## config.mk

```make
export PLATFORM = sky130hd
export DESIGN_NAME = pe_mac_sequencer
export DESIGN_NICKNAME = d
export VERILOG_FILES = /design/src/rtl/pe_mac_sequencer.sv
export SDC_FILE = /design/constraint.sdc
export NUM_CORES = 1
export LEC_CHECK = 0
export CORE_ASPECT_RATIO = 0.7
export CORE_MARGIN = 2
export CORE_UTILIZATION = 35
export CTS_BUF_LIST = sky130_fd_sc_hd__clkbuf_4 sky130_fd_sc_hd__clkbuf_8 sky130_fd_sc_hd__clkbuf_16
export CTS_CLUSTER_DIAMETER = 100
export CTS_CLUSTER_SIZE = 12
export DETAILED_ROUTE_END_ITERATION = 10
export PLACE_DENSITY = 0.7
export SYNTH_ARGS = -nofsm -noshare
export SYNTH_HDL_FRONTEND = slang
export SYNTH_SLANG_ARGS = --single-unit
export TNS_END_PERCENT = 10
```

## constraint.sdc

```tcl
create_clock -name clk -period 2.4 [get_ports clk]
set_clock_uncertainty 0.05 [all_clocks]
set_input_delay 0.24 -clock clk [delete_from_list [all_inputs] [get_ports clk]]
set_output_delay 0.24 -clock clk [all_outputs]
set_load 0.03 [all_outputs]
```

## src/rtl/pe_mac_sequencer.sv

```systemverilog
// pe_mac_sequencer: runs one dot-product job through the pipelined PE MAC core
// (clear, stream K operand pairs, wait out the core latency, hand out the result).
module pe_mac_sequencer #(
   parameter int W_IN  = 8,
   parameter int W_ACC = 24,
   parameter int LEN_W = 8
) (
   input  logic             clk,
   input  logic             rst_n,
   input  logic             start,
   input  logic [LEN_W-1:0] cfg_len,
   input  logic             cfg_relu,
   output logic             busy,
   output logic             err_len,
   input  logic             in_valid,
   output logic             in_ready,
   input  logic [W_IN-1:0]  in_a,
   input  logic [W_IN-1:0]  in_b,
   output logic             pe_en,
   output logic             pe_mode_sel,
   output logic             pe_reg_reset,
   output logic [W_IN-1:0]  pe_a,
   output logic [W_IN-1:0]  pe_b,
   input  logic [W_ACC-1:0] pe_results,
   output logic             out_valid,
   input  logic             out_ready,
   output logic [W_ACC-1:0] out_data,
   output logic             done
);
   typedef enum logic [2:0] {IDLE, CLEAR, FEED, DRAIN, OUT} state_t;
   state_t           state_q, state_d;
   logic [LEN_W-1:0] len_q, len_d, rem_q, rem_d;
   logic [1:0]       dcnt_q, dcnt_d;
   logic             relu_q, relu_d;
   logic [W_ACC-1:0] out_q, out_d;
   always_ff @(posedge clk or negedge rst_n) begin
      if (!rst_n) begin
         state_q <= IDLE;
         len_q   <= '0;
         rem_q   <= '0;
         dcnt_q  <= '0;
         relu_q  <= 1'b0;
         out_q   <= '0;
      end else begin
         state_q <= state_d;
         len_q   <= len_d;
         rem_q   <= rem_d;
         dcnt_q  <= dcnt_d;
         relu_q  <= relu_d;
         out_q   <= out_d;
      end
   end
   always_comb begin
      state_d      = state_q;
      len_d        = len_q;
      rem_d        = rem_q;
      dcnt_d       = dcnt_q;
      relu_d       = relu_q;
      out_d        = out_q;
      err_len      = 1'b0;
      pe_reg_reset = 1'b0;
      in_ready     = 1'b0;
      out_valid    = 1'b0;
      done         = 1'b0;
      case (state_q)
         IDLE: begin
            if (start && cfg_len == '0) err_len = 1'b1;
            else if (start) begin
               len_d   = cfg_len;
               relu_d  = cfg_relu;
               state_d = CLEAR;
            end
         end
         CLEAR: begin
            // the core applies the clear two cycles late, ahead of the first product
            pe_reg_reset = 1'b1;
            rem_d        = len_q;
            state_d      = FEED;
         end
         FEED: begin
            in_ready = 1'b1;
            if (in_valid) begin
               rem_d = rem_q - LEN_W'(1);
               if (rem_q == LEN_W'(1)) begin
                  dcnt_d  = 2'd3;
                  state_d = DRAIN;
               end
            end
         end
         DRAIN: begin
            if (dcnt_q == 2'd0) begin
               out_d   = pe_results;
               state_d = OUT;
            end else dcnt_d = dcnt_q - 2'd1;
         end
         OUT: begin
            out_valid = 1'b1;
            if (out_ready) begin
               done    = 1'b1;
               state_d = IDLE;
            end
         end
         default: state_d = IDLE;
      endcase
   end
   assign busy        = state_q != IDLE;
   assign pe_en       = in_valid & in_ready;
   assign pe_mode_sel = relu_q;
   assign pe_a        = in_a;
   assign pe_b        = in_b;
   assign out_data    = out_q;
endmodule

```

==> flow_summary.yaml <==
placed_design:
  preCtsSetupSlack_ps: 226
  postPlaceCellArea_mm2: 0.00284
  portBuffers: 69
  routabilityCongestion: 0.959
  dp_hpwl_um: 3540
die:
  die_h_um: 70.4
  coreArea_mm2: 0.00616
  rows: 24
  start_util: 0.358
  fp.dieW_um: 98.9
  io_pins: 102
  fp.dieArea_mm2: 0.00696
synthesis:
  synth.largest_area_cell: "dfrtp_1"
  ys_types: 37
  async_flop_share: 1.00
  synth_top_area_share: 0.522
  synth.most_common_cell: "dfrtp_1"
  synth_fp_nets: 241
  syn_avg_cell_area_um2: 12.0
  synth_seq_area_share: 0.522
  ys_seq_elements: 46
  synthTopCellsByCount: "dfrtp_1 (46), mux2_2 (32), buf_4 (16), inv_1 (11), nor2_1 (11)"
  synthFlopType: "dfrtp_1"
  netlist_top_cells_area: "dfrtp_1 (52%), mux2_2 (16%), buf_4 (5.4%)"
  synth_edf_count: 0
  syn_area_mm2: 0.00221
  synthCells: 184
  ys.warnings.count: 0
timing:
  tightest_slew_ps: 641
  setup_ws_ps: 78.5
  finalHoldViolations: 0
  relSlewSlack: 0.573
  period_share: 0.967
  min_period_ps: 2320
  fin_worst_hold_slack_ps: 373
  setup_viol_count_final: 0
  maxSlewViolCount: 0
  fmax_mhz: 431
  rsz0062_at_grt: "false"
  finalSetupTns_ps: 0
grt:
  groute.usage.overall: 0.143
  overflow: 0
  antenna_found_initial: 0
  grt_max_degree: 27
  grt_pass1_vias: 1626
  grt_pass1_wl_um: 7860
drt:
  detail-route-antenna-nets: 0
  drt_iter0_markers: 52
  drc: 0
  drt_pass1_iterations: 4
  drt-total-wl_um: 4660
  wire_per_inst_um: 14.5
  viasPerCell: 4.93
  vias: 1584
cts:
  root_buffer: "clkbuf_8"
  clockBufferDepth: 2
  htree_levels: 2
  cts_sinks: 46
  numCtsBuffers: 5
  post_cts_buffers: 0
  clk-insertion-delay-late_ps: 300
  path_clk_slew_ps: 80
  cts_tree: "yes"
worst_setup_path:
  worstPathMaxFanout: 7
  cp-start-kind: "flop"
  critical_path_class: "flop to output port"
  end_kind: "output port"
  cp_data_required_time_ps: 2110
  arrival_ps: 2030
final_layout:
  diodes: 0
  nNetsFinal: 299
  drive_above_1_share: 0.230
  final_cell_area_mm2: 0.00296
  areaGrowthSynthToFinish_pct: 34.3
power:
  switchingPower_w: 0.00167
  ir_drop_uv: 583
  comb_power_share: 0.522
  p_int_w: 0.00249
  seq_power_share: 0.338
  clock_power_share: 0.140
  powerDensity_mw_per_mm2: 1400
  sw_frac_of_total: 0.401
  power.leakage_nw: 1.26
worst_hold_path:
  hold_path_class: "primary input to async pin"
run:
  maxCapViolations: 0
status:
  outcome: "finished clean"
-- flip-flops by register name, indices dropped and copies added (netlist names) --
register	cells
rem_q	8
out_data	24
pe_mode_sel	1
state_q	3
dcnt_q	2
len_q	8
-- power by group through the flow --
| stage | Sequential (W) | Clock, W | Combinational (W) |
|---|---|---|---|
| global placement | 0.00140 | 0 | 0.00216 |
| detailed placement | 0.00141 | 0 | 0.00219 |
| floorplan | 0.00181 | 0 | 0.00108 |
| CTS | 0.00140 | 0.000602 | 0.00218 |
| global route | 0.00146 | 0.000630 | 0.00235 |
| finish | 0.00140 | 0.000583 | 0.00217 |
-- cells by family (layout without fill, tap and decap cells) --
kind of cell	after synthesis	count (layout)	synth area share
DFF	46	46	0.522
and+or+nand+nor	34	34	0.0879
muxes	33	33	0.168
buffers and inverters	34	93	0.0976
adders and majority gates	3	3	0.0170
AOI/OAI and AO/OA	34	34	0.108
-- critical path, cell delays in order, from the launching register on --
cell and delay, ps:
dfrtp_1 380, buf_4 160, nor3b_1 430, clkdlybuf4s50_1 760
-- worst paths after layout --
check / from / end / slack (ps) / cells past startpoint
hold / removal: rst_n / out_data[20] / 370 / 2
hold reg to reg: pe_mode_sel / pe_mode_sel / 460 / 1
setup reg to reg: state_q[1] / len_q[7] / 460 / 5
setup / recovery: state_q[1] / pe_reg_reset / 80 / 3
min in group clk: in_a[3] / pe_a[3] / 430 / 0
max in group asynchronous: rst_n / rem_q[0] / 1230 / 3
-- per-layer routing --
metal / vias to the layer above / part of all wire / track usage
li1: 754 / - / -
met1: 761 / 0.46 / 0.195
met2: 63 / 0.43 / 0.206
met3: 6 / 0.090 / 0.0581
met4: 0 / 0.013 / 0.0518
met5: - / 0 / 0
-- area by class of cell --
class | count | area (µm²)
fillers | 563 | 3190
clock inverters | 2 | 37.5
well taps | 78 | 97.6
inverters | 12 | 46.3
clock buffers | 6 | 76.3
flip-flops and latches | 46 | 1150
repair buffers | 73 | 713
multi-input cells | 104 | 840
-- placed cells by master (no fill, tap or decap), drive strengths merged, types with 2 or more instances in the layout --
| cell | n |
|---|---|
| clkdlybuf4s50 | 65 |
| dfrtp | 46 |
| mux2 | 32 |
| o21ai | 15 |
| inv | 11 |
| nor2 | 11 |
| clkbuf | 6 |
| buf | 5 |
| nor3 | 4 |
| and3 | 4 |
| a22oi | 4 |
| nand2 | 4 |
| a21oi | 4 |
| a31oi | 3 |
| ha | 3 |
| nor4 | 3 |
| or4 | 2 |
| dlygate4sd2 | 2 |
-- metrics by stage --
step                      cells  power [W]  utilization
after CTS                   321    0.00419        0.481
final                       321    0.00415        0.481
after detailed placement    312    0.00360        0.461
after floorplan             184    0.00289            -
after global routing        321    0.00445        0.481
after global placement      312    0.00356        0.461
-- timing repair --
action / CTS / global route
resized for setup: 2 / 0
hold endpoints to repair: 20 / 0
hold buffers: 1 / 0
endpoints found under the setup margin: 2 / 0
No activity file was read; power rests on OpenSTA's default activity.
